`config.mk`:
```
export PLATFORM = sky130hd
export DESIGN_NAME = expr_eval
export DESIGN_NICKNAME = d
export VERILOG_FILES = /design/src/rtl/expr_eval.sv
export SDC_FILE = /design/constraint.sdc
export NUM_CORES = 1
export LEC_CHECK = 0
export ABC_AREA = 1
export BUFFER_PORTS_ARGS = -buffer_cell sky130_fd_sc_hd__buf_2
export CORE_MARGIN = 5
export CORE_UTILIZATION = 30
export CTS_CLUSTER_SIZE = 8
export DETAILED_ROUTE_END_ITERATION = 10
export HOLD_SLACK_MARGIN = 0.15
export PLACE_DENSITY = 0.49
export SYNTH_ARGS = -nofsm -noshare
export SYNTH_HDL_FRONTEND = slang
export SYNTH_SLANG_ARGS = --single-unit
```
`constraint.sdc`:
```
create_clock -name clk -period 2.5 [get_ports clk]
set_input_delay 0.125 -clock clk [delete_from_list [all_inputs] [get_ports clk]]
set_output_delay 0.125 -clock clk [all_outputs]
set_load 0.05 [all_outputs]
```
`src/rtl/expr_eval.sv`:
```
// Evaluates single-digit "+"/"*" expressions terminated by '=' with normal precedence.
// Optional: define EXPR_EVAL_OVF_EN to flag arithmetic overflow as an error (value saturates to all ones).
module expr_eval #(
    parameter int W = 16
) (
    input  logic         clk,
    input  logic         clr,
    input  logic         in_valid,
    input  logic [7:0]   in,
    output logic         done,
    output logic [W-1:0] value,
    output logic         err,
    output logic         busy
);

`ifdef EXPR_EVAL_OVF_EN
    localparam int AW = 2 * W;
`else
    localparam int AW = W;
`endif

    typedef enum logic [1:0] {S_DIG, S_OP, S_ERR} state_t;

    state_t         state_reg;
    logic [W-1:0]   sum_reg;
    logic [W-1:0]   term_reg;
    logic           pend_mul_reg;

    logic           is_digit;
    logic           is_plus;
    logic           is_star;
    logic           is_eq;
    logic [AW-1:0]  digit_ext;
    logic [AW-1:0]  prod_w;
    logic [AW-1:0]  sum_w;
    logic           final_ovf;

`ifdef EXPR_EVAL_OVF_EN
    logic           ovf_reg;
    logic           prod_ovf;
    logic           sum_ovf;
`endif

    always_comb begin
        is_digit  = (in >= 8'h30) && (in <= 8'h39);
        is_plus   = (in == 8'h2B);
        is_star   = (in == 8'h2A);
        is_eq     = (in == 8'h3D);
        digit_ext = AW'(in[3:0]);
        prod_w    = AW'(term_reg) * digit_ext;
        sum_w     = AW'(sum_reg) + AW'(term_reg);
`ifdef EXPR_EVAL_OVF_EN
        prod_ovf  = |prod_w[AW-1:W];
        sum_ovf   = |sum_w[AW-1:W];
        final_ovf = ovf_reg | sum_ovf;
`else
        final_ovf = 1'b0;
`endif
    end

    always_ff @(posedge clk or posedge clr) begin
        if (clr) begin
            state_reg    <= S_DIG;
            sum_reg      <= '0;
            term_reg     <= '0;
            pend_mul_reg <= 1'b0;
            value        <= '0;
            err          <= 1'b0;
            done         <= 1'b0;
            busy         <= 1'b0;
`ifdef EXPR_EVAL_OVF_EN
            ovf_reg      <= 1'b0;
`endif
        end else begin
            done <= 1'b0;
            if (in_valid) begin
                if (is_eq) begin
                    // Terminator: report and clear, whatever state we were in.
                    done         <= 1'b1;
                    busy         <= 1'b0;
                    sum_reg      <= '0;
                    term_reg     <= '0;
                    pend_mul_reg <= 1'b0;
                    state_reg    <= S_DIG;
`ifdef EXPR_EVAL_OVF_EN
                    ovf_reg      <= 1'b0;
`endif
                    if (state_reg == S_OP) begin
                        if (final_ovf) begin
                            value <= '1;
                            err   <= 1'b1;
                        end else begin
                            value <= sum_w[W-1:0];
                            err   <= 1'b0;
                        end
                    end else begin
                        value <= '0;
                        err   <= 1'b1;
                    end
                end else begin
                    busy <= 1'b1;
                    case (state_reg)
                        S_DIG: begin
                            if (is_digit) begin
                                term_reg  <= pend_mul_reg ? prod_w[W-1:0] : digit_ext[W-1:0];
`ifdef EXPR_EVAL_OVF_EN
                                if (pend_mul_reg && prod_ovf)
                                    ovf_reg <= 1'b1;
`endif
                                state_reg <= S_OP;
                            end else begin
                                state_reg <= S_ERR;
                            end
                        end
                        S_OP: begin
                            if (is_plus) begin
                                sum_reg      <= sum_w[W-1:0];
                                pend_mul_reg <= 1'b0;
`ifdef EXPR_EVAL_OVF_EN
                                if (sum_ovf)
                                    ovf_reg <= 1'b1;
`endif
                                state_reg    <= S_DIG;
                            end else if (is_star) begin
                                pend_mul_reg <= 1'b1;
                                state_reg    <= S_DIG;
                            end else begin
                                state_reg <= S_ERR;
                            end
                        end
                        default: begin
                            // Draining an erroneous expression until '='.
                            state_reg <= S_ERR;
                        end
                    endcase
                end
            end
        end
    end

endmodule

```
# After elaboration in Yosys (flattened, before gate mapping)
# Index checks and enable logic that the tools add are counted.
[word_totals] elab_cells=48 inputBits=11 reg_bits=54 output_inout_bits=19
[op_classes] order_cmp=2 n_mux=21 n_eq_ne=4 addsub=1 mul=1 reduce_logical=11
[ops] operator="2-to-1 mux 16 bit" count=8
[ops] operator="equality test 8 x 6 -> 1 bit (second input constant)" count=3
[ops] operator="adder 16 bit" count=1
[ops] operator="multiplier 16 x 4 -> 16 bit" count=1
[ops] operator="AND reduction 3 bit" count=3
[ops] operator=">= comparator 8 x 6 -> 1 bit (second input constant)" count=1
[ops] operator="<= comparator 8 x 6 -> 1 bit (second input constant)" count=1
[ops] operator="2-to-1 mux 1 bit" count=8
[ops] operator="2-to-1 mux 2 bit" count=4
[ops] operator="nonzero test 2 bit" count=4
[ops] operator="one-hot mux 2 bit (2 select lines)" count=1
[ops] operator="nonzero test 3 bit" count=1
[ops] operator="equality test 2 x 1 -> 1 bit (second input constant)" count=1
[ops] operator="logical NOT 2 bit" count=1
[ops] operator="AND reduction 2 bit" count=1
[ops] operator="logical AND 1 bit" count=1

# Depth between registers and ports, before layout
[depth] ltp_word=5 depth_mapped=19 depth_no_buf=17

# Worst setup path before layout
# No wires, ideal clock.
[synth_timing] path_kind="input to register" from="in in[2]" to="reg term_reg[14]" setup_time_ps=117 arrival_time_ps=2743 n_path_buf=2 slack_ps=-361 required_time_ps=2383 stages=14 cell_sequence="buf_2 > clkbuf_1 > nand2_1 > fa_1 > fa_1 > fa_1 > inv_1 > nand3_1 > nand2_1 > nand3_1 > nand3_1 > nand2_1 > nand3_1 > nand2_1"
[synth_between] elab_chain_len=5 word_cells_on_any_way=12 classes_between="1 x mul; 2 x order compare; 1 x eq/ne; 4 x mux; 4 x reduce/logical"
[synth_rtl] item="start: declaration" line="9" text="input logic [7:0] in,"
[synth_rtl] item="multiplier 16 x 4 -> 16 bit" line="50" text="prod_w = AW'(term_reg) * digit_ext;"
[synth_rtl] item="2-to-1 mux 16 bit" line="105" text="term_reg <= pend_mul_reg ? prod_w[W-1:0] : digit_ext[W-1:0];"
[synth_rtl] item="2-to-1 mux 16 bit" line="104" text="if (is_digit) begin"
[synth_rtl] item="2-to-1 mux 16 bit" line="102" text="case (state_reg)"
[synth_rtl] item="2-to-1 mux 16 bit" line="77" text="if (is_eq) begin"
[synth_rtl] item="end signal: assignment" line="105"
[synth_rtl] item="end: declaration" line="26" text="logic [W-1:0] term_reg;"
# Several ways; a longest one is shown, not always the timed one. The select of a mux whose other input is x is not followed.
# A chain may end at the register's enable or synchronous reset.

# Final worst setup path
[layout_timing] from="reg term_reg[4]" to="reg term_reg[13]"
[layout_between] elab_chain_len=5
[layout_rtl] item="multiplier 16 x 4 -> 16 bit" line="50"
[layout_rtl] item="2-to-1 mux 16 bit" line="105"
[layout_rtl] item="2-to-1 mux 16 bit" line="104"
[layout_rtl] item="2-to-1 mux 16 bit" line="102"
[layout_rtl] item="2-to-1 mux 16 bit" line="77"
# No other way between the ends. The select of a mux whose other input is x is not followed.

==> impl_metrics.env <==
export IMPL_status="complete, but fails checks"
export IMPL_violations="negative setup slack"
export IMPL_max_freq_ghz=0.347
export IMPL_hp_class="input pin to register"
export IMPL_relSlewSlack_pct=69.4
export IMPL_wire_per_inst_um=13.3
export IMPL_min_delay_start="in[4]"
export IMPL_seqCellArea_um2=1350
export IMPL_initial_core_util_pct=30.8
export IMPL_clock_sinks=54
export IMPL_path_clk_slew_ns=0.07
export IMPL_crit_family="adder cells"
export IMPL_cts_root_buf="clkbuf_16"
export IMPL_antenna_found_initial=0
export IMPL_cts_buffers=5
export IMPL_crit_path_top_delay_cell="fa_1"
export IMPL_syn2layout_area_growth_pct=28.7
export IMPL_die_h_um=138
export IMPL_synth_largest_area_cell="dfrtp_1"
export IMPL_synthTopCellsByArea="dfrtp_1, nand2_1, fa_1"
export IMPL_power_density_nw_per_um2=274
export IMPL_syn_area_per_cell_um2=6.86
export IMPL_hpwl_mm=10.9
export IMPL_die_w_um=138
export IMPL_synth_fp_nets=783
export IMPL_syn_area_um2=4910
export IMPL_worstHoldPathCells=5
export IMPL_worst_endpoint_required_ns=2.69
export IMPL_synth_seq_cells=54
export IMPL_max_cap_violations=0
export IMPL_multiInputGateArea_um2=3370
export IMPL_r2r_end="term_reg[13]"
export IMPL_syn_inst=715
export IMPL_clk_latency_ns=0.30
export IMPL_cpPeakStageDelay_ns=0.55
export IMPL_ant_nets=0
export IMPL_crit_arrival_ns=3.07
export IMPL_endpoint_kind="register"
export IMPL_ys_types=37
export IMPL_critPathMaxFanout=6
export IMPL_gp_congestion=0.884
export IMPL_portBuffers=29
export IMPL_start_kind="register"
export IMPL_overflow=0
export IMPL_ys_seq_area_share_pct=27.5
export IMPL_fin_worst_skew_ns=0.00619
export IMPL_cp_buffers_inverters=3
export IMPL_grt_max_degree=21
export IMPL_fin_nets=868
export IMPL_fin_crit_ns=2.88
export IMPL_finalCritPeriodShare_pct=115
export IMPL_reg2reg_depth=14
export IMPL_dieArea_um2=19000
export IMPL_wl_mm=13.5
export IMPL_diodes=0
export IMPL_postLayoutCoreUtil_pct=39.6
export IMPL_min_to="term_reg[3]"
export IMPL_h_tree_depth=2
export IMPL_rsz0062_at_grt="yes"
export IMPL_rows=46
export IMPL_crit_path_cell_trace="nand2_1 > inv_1 > fa_1 > inv_2 > fa_1 > inv_2 > ha_4 > nand2_2 > nor2_1 > nand3_1 > nand3_1 > nand2_1 > nand3_1 > nand2_1"
export IMPL_worst_pin_slew_ns=0.459
export IMPL_dr_total_vias=4631
export IMPL_initialDrtViolationCount=280
export IMPL_grt_pass1_wl_mm=23.2
export IMPL_rrSetupSlack_ns=-0.38
export IMPL_cts_buffer_depth=2
export IMPL_leakage_nw=3.62
export IMPL_post_route_drc_count=0
export IMPL_layout_drive_gt1_share_pct=24.2
export IMPL_fillers=1718
export IMPL_synth_warnings=0
export IMPL_setup_viol=12
export IMPL_critPathKind="register to register"
export IMPL_tns_ns=-3.44
export IMPL_ios=30
export IMPL_r2r_start="term_reg[4]"
export IMPL_firstDrtPassIters=4
export IMPL_layout_setup_ws_ns=-0.380
export IMPL_irDropWorstVdd_uv=229
export IMPL_routed_via_density=4.55
export IMPL_grtUsageTotal_pct=15.0
export IMPL_yosysTopAreaCellShare_pct=27.5
export IMPL_maxSlewViolCount=0
export IMPL_cts_tree="done"
export IMPL_grt_pass1_vias=4761
export IMPL_core_um2=15900
export IMPL_hold_viol_final=0
[what timing repair did]
| item | CTS | global route |
|---|---|---|
| setup buffers | 7 | 5 |
| resized for setup | 44 | 24 |
| hold endpoints to repair | 17 | 0 |
| hold buffers | 2 | 0 |
| setup endpoints to repair | 12 | 13 |
| pin swaps | 25 | 15 |
[placed cells by master, fill, tap and decap left out, types with 20 or more instances in the layout]
master,count
nand3_1,52
buf_2,29
buf_4,54
nand2_1,229
inv_2,20
inv_1,119
dfrtp_1,54
ha_1,21
nor2_1,28
fa_1,25
[through the flow]
stage	hold WS, ns	cell area, µm²	cells	setup slack, ns	power (W)
6_report	0.267	6320	1017	-0.380	0.00173
5_1_grt	0.319	6320	1017	-0.577	0.00181
3_5_place_dp	0.139	5800	995	-0.587	0.00102
2_1_floorplan	0.232	5130	715	-0.132	0.000975
4_1_cts	0.267	6190	1012	-0.344	0.00176
3_3_place_gp	0.130	5800	995	-0.584	0.00102
[kinds of logic (layout without fill, tap and decap cells)]
family          after synthesis  count (layout)  share of synthesized area [%]
buf+inv                     155             241                           12.7
xor+xnor                      9               9                           1.61
mux                           2               2                          0.408
fa+ha+maj                    57              57                           18.5
simple gates                377             377                           32.6
compound gates               61              61                           6.68
flops                        54              54                           27.5
[worst max-delay path by stage]
stage / from / cells after the start / slack [ns] / to
after CTS: term_reg[5] / 17 / -0.34 / term_reg[15]
after global placement: term_reg[3] / 15 / -0.58 / term_reg[15]
final: term_reg[4] / 14 / -0.38 / term_reg[13]
after floorplan: term_reg[3] / 15 / -0.13 / term_reg[11]
after global routing: term_reg[5] / 17 / -0.58 / term_reg[11]
after detailed placement: term_reg[3] / 15 / -0.59 / term_reg[15]
[metal layers]
metal	GRT usage [%]	share of wire (%)	up-vias
met5	0	0	-
met3	1.74	2.6	9
met2	25.0	48	52
met1	21.2	49	2198
li1	-	-	2372
met4	2.63	1.1	0
[power by group]
part	switching, W	total, W	internal, W	leakage, nW
clock	0.000342	0.000719	0.000378	0.0704
sequential	0.00000305	0.000880	0.000877	0.743
combinational	0.0000854	0.000133	0.0000474	2.81
[cells in the mapped netlist]
| cell type | number |
|---|---|
| inv_1 | 136 |
| xor2_1 | 4 |
| clkinv_2 | 1 |
| o21bai_1 | 4 |
| a21o_1 | 2 |
| o21a_1 | 2 |
| nand4_1 | 10 |
| nand2_2 | 4 |
| a21oi_1 | 23 |
| nor2_1 | 39 |
| o21ai_1 | 18 |
| nor4_1 | 1 |
| buf_4 | 3 |
| nor3_1 | 5 |
| inv_2 | 4 |
| nand2_4 | 1 |
| nor2_2 | 2 |
| mux2i_1 | 2 |
| nor3b_1 | 1 |
| nand3_1 | 57 |
| nor2_4 | 3 |
| and2_1 | 2 |
| buf_2 | 2 |
| o21ai_0 | 11 |
| fa_1 | 26 |
| inv_4 | 1 |
| buf_6 | 3 |
| nand3b_1 | 3 |
| buf_1 | 1 |
| ha_1 | 31 |
| dfrtp_1 | 54 |
| or2_2 | 1 |
| xnor2_1 | 5 |
| o211ai_1 | 1 |
| nand2_1 | 247 |
| clkbuf_1 | 4 |
| nor3_4 | 1 |
[worst register-to-register path: stages (launching register included)]
cell and delay [ns]:
dfrtp_1 0.41, nand2_1 0.07, inv_1 0.06, fa_1 0.55, inv_2 0.04, fa_1 0.54, inv_2 0.04, ha_4 0.32
nand2_2 0.09, nor2_1 0.20, nand3_1 0.17, nand3_1 0.11, nand2_1 0.05, nand3_1 0.07, nand2_1 0.05
[layout make-up]
class,count,area share (%)
timing repair buffer,91,10.1
inverter,142,8.57
clock inverter,3,0.396
sequential,54,21.4
multi-input combinational,506,53.3
clock buffer,5,1.98
tap,216,4.28
Power figures use the tool's default switching activity.
